--- src/rtl/ascon_pack.sv ---
// Shared types and constants for the unrolled ASCON permutation.
package ascon_pack;

  // Five 64-bit words; index 0 is x0.
  typedef logic [4:0][63:0] type_state;

  // Round constants for p^12, indexed by round number.
  localparam logic [0:11][7:0] ROUND_CST = {
    8'hF0, 8'hE1, 8'hD2, 8'hC3, 8'hB4, 8'hA5,
    8'h96, 8'h87, 8'h78, 8'h69, 8'h5A, 8'h4B
  };

  // 5-bit S-box; input/output bit 4 is x0, bit 0 is x4.
  localparam logic [0:31][4:0] SBOX_TBL = {
    5'h04, 5'h0B, 5'h1F, 5'h14, 5'h1A, 5'h15, 5'h09, 5'h02,
    5'h1B, 5'h05, 5'h08, 5'h12, 5'h1D, 5'h03, 5'h06, 5'h1C,
    5'h1E, 5'h13, 5'h07, 5'h0E, 5'h00, 5'h0D, 5'h11, 5'h18,
    5'h10, 5'h0C, 5'h01, 5'h19, 5'h16, 5'h0A, 5'h0F, 5'h17
  };

  // Linear-layer right-rotation amounts per word.
  localparam logic [0:4][5:0] ROT_A = {6'd19, 6'd61, 6'd1, 6'd10, 6'd7};
  localparam logic [0:4][5:0] ROT_B = {6'd28, 6'd39, 6'd6, 6'd17, 6'd41};

  typedef enum logic [1:0] {IDLE, RUN, DONE} fsm_e;

  function automatic logic [4:0] sbox(input logic [4:0] x);
    return SBOX_TBL[x];
  endfunction

  function automatic logic [63:0] rotr(input logic [63:0] x, input logic [5:0] n);
    return (x >> n) | (x << (7'd64 - {1'b0, n}));
  endfunction

endpackage

--- src/rtl/ascon_round.sv ---
// One combinational ASCON round; passes the state through when en_i is low.
module ascon_round
  import ascon_pack::*;
(
  input  type_state  state_i,
  input  logic [3:0] round_i,
  input  logic       en_i,
  output type_state  state_o
);

  type_state  cst_s;
  type_state  sbox_s;
  type_state  lin_s;
  logic [7:0] cst;

  // Constant addition into the low byte of x2.
  always_comb begin
    cst   = (round_i < 4'd12) ? ROUND_CST[round_i] : '0;
    cst_s = state_i;
    cst_s[2][7:0] = state_i[2][7:0] ^ cst;
  end

  // Column-wise substitution layer.
  always_comb begin
    logic [4:0] col;
    col    = '0;
    sbox_s = '0;
    for (int unsigned b = 0; b < 64; b++) begin
      col = sbox({cst_s[0][b], cst_s[1][b], cst_s[2][b], cst_s[3][b], cst_s[4][b]});
      sbox_s[0][b] = col[4];
      sbox_s[1][b] = col[3];
      sbox_s[2][b] = col[2];
      sbox_s[3][b] = col[1];
      sbox_s[4][b] = col[0];
    end
  end

  // Linear diffusion layer, one sigma per word.
  always_comb begin
    lin_s = '0;
    for (int unsigned i = 0; i < 5; i++) begin
      lin_s[i] = sbox_s[i] ^ rotr(sbox_s[i], ROT_A[i]) ^ rotr(sbox_s[i], ROT_B[i]);
    end
  end

  assign state_o = en_i ? lin_s : state_i;

endmodule

--- src/rtl/ascon_permutation_unrolled.sv ---
// ASCON permutation applying UNROLL rounds per clock with valid/ready on both sides.
module ascon_permutation_unrolled
  import ascon_pack::*;
#(
  parameter int unsigned UNROLL     = 1,
  parameter int unsigned MAX_ROUNDS = 12
) (
  input  logic       clock_i,
  input  logic       resetb_i,
  input  logic       valid_i,
  output logic       ready_o,
  input  type_state  state_i,
  input  logic [3:0] rounds_i,
  output logic       valid_o,
  input  logic       ready_i,
  output type_state  state_o,
  output logic       busy_o
);

  if (UNROLL < 1 || UNROLL > 4) begin : g_bad_unroll
    $error("ascon_permutation_unrolled: UNROLL must be in 1..4");
  end

  localparam logic [4:0] LAST = 5'(MAX_ROUNDS);
  localparam logic [4:0] STEP = 5'(UNROLL);

  fsm_e       fsm_q, fsm_d;
  type_state  st_q, st_d;
  logic [4:0] idx_q, idx_d;
  logic [3:0] rounds_cl;
  logic       accept;
  type_state  chain [UNROLL+1];

  assign rounds_cl = (rounds_i > LAST[3:0]) ? LAST[3:0] : rounds_i;
  assign accept    = valid_i & ready_o;
  assign chain[0]  = st_q;

  // Stages whose round index runs past the schedule end act as wires, so the
  // round count need not be a multiple of UNROLL.
  for (genvar j = 0; j < UNROLL; j++) begin : g_stage
    logic [4:0] ridx;
    assign ridx = idx_q + 5'(j);
    ascon_round u_round (
      .state_i (chain[j]),
      .round_i (ridx[3:0]),
      .en_i    (ridx < LAST),
      .state_o (chain[j+1])
    );
  end

  // FSM state register.
  always_ff @(posedge clock_i) begin
    if (resetb_i) fsm_q <= IDLE;
    else          fsm_q <= fsm_d;
  end

  // FSM next-state: a DONE job handed off with a new accept reloads directly.
  always_comb begin
    fsm_d = fsm_q;
    case (fsm_q)
      IDLE:    if (accept) fsm_d = (rounds_cl == '0) ? DONE : RUN;
      RUN:     if (idx_q + STEP >= LAST) fsm_d = DONE;
      DONE: begin
        if (accept)       fsm_d = (rounds_cl == '0) ? DONE : RUN;
        else if (ready_i) fsm_d = IDLE;
      end
      default: fsm_d = IDLE;
    endcase
  end

  // FSM outputs.
  always_comb begin
    ready_o = (fsm_q == IDLE) || ((fsm_q == DONE) && ready_i);
    valid_o = (fsm_q == DONE);
    busy_o  = (fsm_q == RUN);
  end

  // Datapath next-state: load on accept, advance the round chain in RUN.
  always_comb begin
    st_d  = st_q;
    idx_d = idx_q;
    if (accept) begin
      st_d  = state_i;
      idx_d = LAST - {1'b0, rounds_cl};
    end else if (fsm_q == RUN) begin
      st_d  = chain[UNROLL];
      idx_d = idx_q + STEP;
    end
  end

  // Datapath registers.
  always_ff @(posedge clock_i) begin
    if (resetb_i) begin
      st_q  <= '0;
      idx_q <= '0;
    end else begin
      st_q  <= st_d;
      idx_q <= idx_d;
    end
  end

  assign state_o = st_q;

endmodule

--- config.mk ---
export PLATFORM = sky130hd
export DESIGN_NAME = ascon_permutation_unrolled
export DESIGN_NICKNAME = d
export VERILOG_FILES = /design/src/rtl/ascon_pack.sv /design/src/rtl/ascon_round.sv /design/src/rtl/ascon_permutation_unrolled.sv
export SDC_FILE = /design/constraint.sdc
export NUM_CORES = 2
export LEC_CHECK = 0
export ABC_AREA = 1
export CORE_AREA = 2 2 297 299
export DETAILED_ROUTE_END_ITERATION = 10
export DIE_AREA = 0 0 299 301
export GPL_TIMING_DRIVEN = 0
export MAX_ROUTING_LAYER = met4
export PLACE_DENSITY = 0.69
export REMOVE_ABC_BUFFERS = 1
export SYNTH_ARGS = -nofsm -noshare
export SYNTH_HDL_FRONTEND = slang
export SYNTH_SLANG_ARGS = --single-unit
--- constraint.sdc ---
create_clock -name clock_i -period 2.05 [get_ports clock_i]
set_input_delay 0.205 -clock clock_i [delete_from_list [all_inputs] [get_ports clock_i]]
set_output_delay 0.205 -clock clock_i [all_outputs]
set_load 0.005 [all_outputs]
# After elaboration in Yosys (flattened, before gate mapping)
# Memories as Yosys holds them, arrays and structs flattened.
# Cells that the tools add are included.
# word_totals
register_bits	327
wordCells	386
input_bits	328
out_inout_bits	323
memories	65
mem_bits_ro	10368
# memory_table
name	depth	width	read_ports	rd_ports_with_merged_regs	write_ports	line_no	text
(no name shown)	32	5	1	0	0	ascon_pack.sv:28	return SBOX_TBL[x];
(no name shown)	32	5	1	0	0	ascon_pack.sv:28	
(no name shown)	32	5	1	0	0	ascon_pack.sv:28	
(no name shown)	32	5	1	0	0	ascon_pack.sv:28	
(no name shown)	32	5	1	0	0	ascon_pack.sv:28	
(no name shown)	32	5	1	0	0	ascon_pack.sv:28	
59 more memories	-	-	-	-	-	-	
# op_classes
n_eq_ne	5
n_bitwise	87
add_sub_neg	2
n_lt_le_gt_ge	69
mux	143
reduce_logical	8
# ops
operator	n
two-way mux 320 bit	3
two-way mux 5 bit	130
bitwise XOR 64 bit	10
>= comparator 6 bit, second input constant	64
inverter 5 -> 6 bit	64
OR 23 x 64 -> 64 bit	1
OR 25 x 64 -> 64 bit	1
OR 3 x 64 -> 64 bit	1
OR 36 x 64 -> 64 bit	1
OR 45 x 64 -> 64 bit	1
OR 47 x 64 -> 64 bit	1
OR 54 x 64 -> 64 bit	1
OR 57 x 64 -> 64 bit	1
OR 58 x 64 -> 64 bit	1
OR 63 x 64 -> 64 bit	1
two-way mux 8 bit	3
two-way mux 2 bit	5
bitwise XOR 8 bit	1
one-hot mux 2 bit (3 select lines)	1
adder 5 x 1 -> 5 bit, second input constant	1
>= comparator 5 x 4 -> 1 bit, second input constant	1
>= comparator 5 bit, second input constant	1
less-than comparator 5 x 4 -> 1 bit, second input constant	1
inverter 4 -> 5 bit	1
17 further kinds	18

# Longest topological paths before layout
# depth
depth_word	16
ltp_mapped	17
depth_no_buf	17

# Cells and area by module
# Synthesis repeated with hierarchy kept, for this count alone.
# hier_totals
hier_cells	6158
hier_area_um2	39135.0
# by_module_without_submodules
mod	seq_area_each_um2	cells_each	n_inst	area_each_um2
ascon_round	0.0	4007	1	23401.2
ascon_permutation_unrolled	6546.3	2151	1	15733.8

# Worst setup path before layout
# No wires, ideal clock.
# synth_path
path_type	reg2reg
from	register st_q, in the netlist state_o[252]
to	register st_q, in the netlist state_o[124]
setup_time_ps	132
synth_period_minus_slack_ps	2036
n_path_buf	0
required_time_ps	1918
setup_slack_ps	14
stages_incl_launch_ff	16
arrival_time_ps	1903
cell_sequence	dfxtp_1 -> inv_1 -> ha_1 -> inv_1 -> nand2_1 -> nor2_1 -> a21oi_1 -> nand2_1 -> o21ai_0 -> inv_1 -> nand2_1 -> nand2_1 -> nand2_1 -> nand3_1 -> nand2_1 -> a21oi_1
# synth_between
elab_chain_len	9
# synth_rtl
item	line_no	text
start, declared	ascon_permutation_unrolled.sv:28	type_state st_q, st_d;
start signal, assigned	ascon_permutation_unrolled.sv:97	st_q <= st_d;
inverter 5 -> 6 bit (implied by the code)	ascon_pack.sv:28	
memory read (32 x 5 bit)	-	
two-way mux 5 bit (implied by the code) (2 in series)	ascon_pack.sv:28	
bitwise XOR 64 bit (2 in series)	ascon_round.sv:42	lin_s[i] = sbox_s[i] ^ rotr(sbox_s[i], ROT_A[i]) ^ rotr(sbox_s[i], ROT_B[i]);
two-way mux 320 bit	ascon_round.sv:46	assign state_o = en_i ? lin_s : state_i;
two-way mux 320 bit	ascon_permutation_unrolled.sv:85	end else if (fsm_q == RUN) begin
two-way mux 320 bit	ascon_permutation_unrolled.sv:82	if (accept) begin
# No other way between the ends. The select of a mux whose other input is x is not followed.
# A chain may end at the register's enable or synchronous reset.

# Worst setup path after layout
# layout_path
from	register st_q, in the netlist state_o[216]
to	register st_q, in the netlist state_o[280]
# The elaborated chain is that of the path after synthesis.

==> impl_metrics.json <==
{
  "dieWidth_um": 299,
  "rr_endpoint": "state_o[280]",
  "clkLatencyLatePin_ns": 0.62,
  "rows": 108,
  "yosysSeqAreaShare": 0.191,
  "worstSetupStartpointType": "flop",
  "synth_enable_flop_cells": 0,
  "critPathCaptureType": "flop",
  "final_antenna_net_count": 0,
  "die-area_um2": 90000,
  "cp_data_required_time_ns": 2.57,
  "avgViaCountPerCell": 5.74,
  "clkTransAtPathRegs_ns": 0.06,
  "io_buffer_count": 650,
  "ys_top_cells_by_area": "dfxtp_1 (19%), nand2_1 (15%), ha_1 (12%), xor2_1 (8.8%), xnor2_1 (7.6%)",
  "timing.rr.start": "state_o[216]",
  "cap_violations": 2,
  "grt_pass1_wl_um": 266000,
  "multiInputGateArea_um2": 26600,
  "drv_slew": 0,
  "fin_area_um2": 47500,
  "hp-start": "resetb_i",
  "ys_warn_count": 0,
  "clock_skew_ns": 0.0289,
  "n_fill_cell": 8370,
  "yosysTopAreaCell": "dfxtp_1",
  "synth_cell_types": 45,
  "dp_slack_ns": -4.36,
  "cp_num_buf_inv": 2,
  "grt_start_max_net_pins": 118,
  "drive_gt1_frac": 0.0900,
  "antenna_found_initial": 12,
  "async_flop_share": 0,
  "timing.critical_path.from": "state_o[216]",
  "clockRootBuffer": "clkbuf_16",
  "cpPeakStageDelay_ns": 0.75,
  "ioPinCount": 651,
  "num-nets-final": 6552,
  "worstSetupPathType": "flop to flop",
  "setup_viol": 333,
  "status": "finished, violations left",
  "hpwl_um": 143000,
  "worst_pin_slew_ns": 1.48,
  "final-seq-area_um2": 6550,
  "num_vias": 40700,
  "final.min_clock_period_ns": 3.05,
  "mostFrequentLayoutCells": "nand2_1 (1,325), clkdlybuf4s50_1 (649), inv_1 (507), a21oi_1 (409), o21ai_0 (349)",
  "firstDrtPassIters": 8,
  "cp_cell_sequence": "inv_1, ha_1, inv_1, nor2_1, a31oi_1, xnor2_1, xnor2_1, o21bai_4, a21oi_2",
  "cts_tree": "built",
  "cts_hold_buf": 0,
  "die_y_um": 301,
  "crit_fanout": 6,
  "postSynthAreaPerCell_um2": 6.55,
  "netlist_instances": 5247,
  "cts_num_sinks": 327,
  "groute.usage.overall": 0.426,
  "r2r_slack_ns": -1.0,
  "setup_slack_ns": -0.995,
  "timing.fmax_mhz": 328,
  "rsz0062_at_grt": "true",
  "grt_pass1_vias": 35700,
  "hold_depth": 2,
  "core_area_um2": 86500,
  "rr_worst_depth": 9,
  "crit_family": "compound AO/OA/AOI/OAI gates",
  "cts_buffers": 46,
  "wl_per_cell_um": 28.2,
  "dpl-instance-area_um2": 42200,
  "synth_ff_type": "dfxtp_1",
  "hp-class": "input pin to flop",
  "drt_iter0_drc": 5016,
  "floorplan.initialDensity": 0.397,
  "fin_util": 0.549,
  "finalHoldViolCount": 0,
  "synthToLayoutAreaGrowth_pct": 38.2,
  "arrival_ns": 3.57,
  "clk_path_buf_depth": 3,
  "synth_top_area_frac": 0.191,
  "ys_ff_latch": 327,
  "violations": "capacitance limit, setup timing",
  "overflow": 0,
  "relSlewSlack": 0.000930,
  "period_share": 1.49,
  "hold_end": "state_o[224]",
  "wl_um": 200000,
  "cts_max_level": 2,
  "drc": 0,
  "synth_area_um2": 34400,
  "cp_slowest_cell": "a31oi_1",
  "hold_ws_ns": 0.0738,
  "gp_congestion": 1.01,
  "final_common_cell": "nand2_1"
}
cells by family after synthesis:
logic type	count (synthesis)	share of synthesized area
mux	1	0.000291
compound gates	1368	0.222
simple gates	1835	0.214
fa+ha+maj	342	0.125
buf+inv	724	0.0816
xor+xnor	650	0.167
flops	327	0.191
repair_timing:
action | 4_1_cts | 5_1_grt
buffers inserted | 37 | 7
cloned | 42 | 12
pin swaps | 7 | 35
resized for setup | 290 | 229
endpoints found under the setup margin | 331 | 336
cell usage after synthesis, types with 24 or more instances:
library cell / number
o21ai_0: 508
o21bai_1: 235
or2_2: 27
xor2_1: 346
o21ai_1: 96
clkbuf_1: 120
nand2_1: 1337
nand3_1: 236
dfxtp_1: 327
buf_2: 47
nor2_1: 185
nor3_1: 30
buf_1: 24
a21oi_1: 440
xnor2_1: 300
inv_1: 515
ha_1: 342
routing by layer:
metal	wire length [um]	vias up	GRT usage
met3	24300	656	0.103
met2	83900	2660	0.627
li1	-	18300	-
met4	16900	0	0.287
met5	0	-	-
met1	74900	19000	0.514
worst reg2reg max path: cells and delay by family, from the launching register on:
kind	cells	cell delay [ns]
flops	1	0.47
fa+ha+maj	1	0.32
compound gates	3	0.99
simple gates	1	0.06
xor+xnor	2	0.80
buf+inv	2	0.30
sequential cells by signal (all words and copies together) (netlist names):
signal   flops
state_o    320
fsm_q        2
idx_q        5
per-stage QoR:
stage,setup TNS (ns),std cells
after floorplan,-5789.67,5044
after global placement,-,6849
after detailed placement,-1204.88,6892
after CTS,-230.79,7057
after global routing,-266.44,7086
final,-248.67,7088
area by class of cell:
class	instances	area share
multi-input cells	4198	0.561
repair buffers	781	0.190
flip-flops and latches	327	0.138
inverters	521	0.0421
well taps	1155	0.0304
clock buffers	62	0.0283
clock inverters	24	0.00706
repair inverters	7	0.00229
diodes	13	0.000685
how the worst max path moves through the flow:
stage / cells past startpoint / slack, ns / endpoint
after floorplan: 10 / -17.95 / state_o[105]
after global placement: 10 / -42.86 / state_o[82]
final: 9 / -1.0 / state_o[280]
after CTS: 20 / -0.83 / state_o[269]
after global routing: 20 / -0.94 / state_o[43]
after detailed placement: 18 / -4.36 / state_o[203]
Power is left out: the tool's default activity adds up to more than one toggle a clock period on the data nets, which glitch-free logic cannot reach.
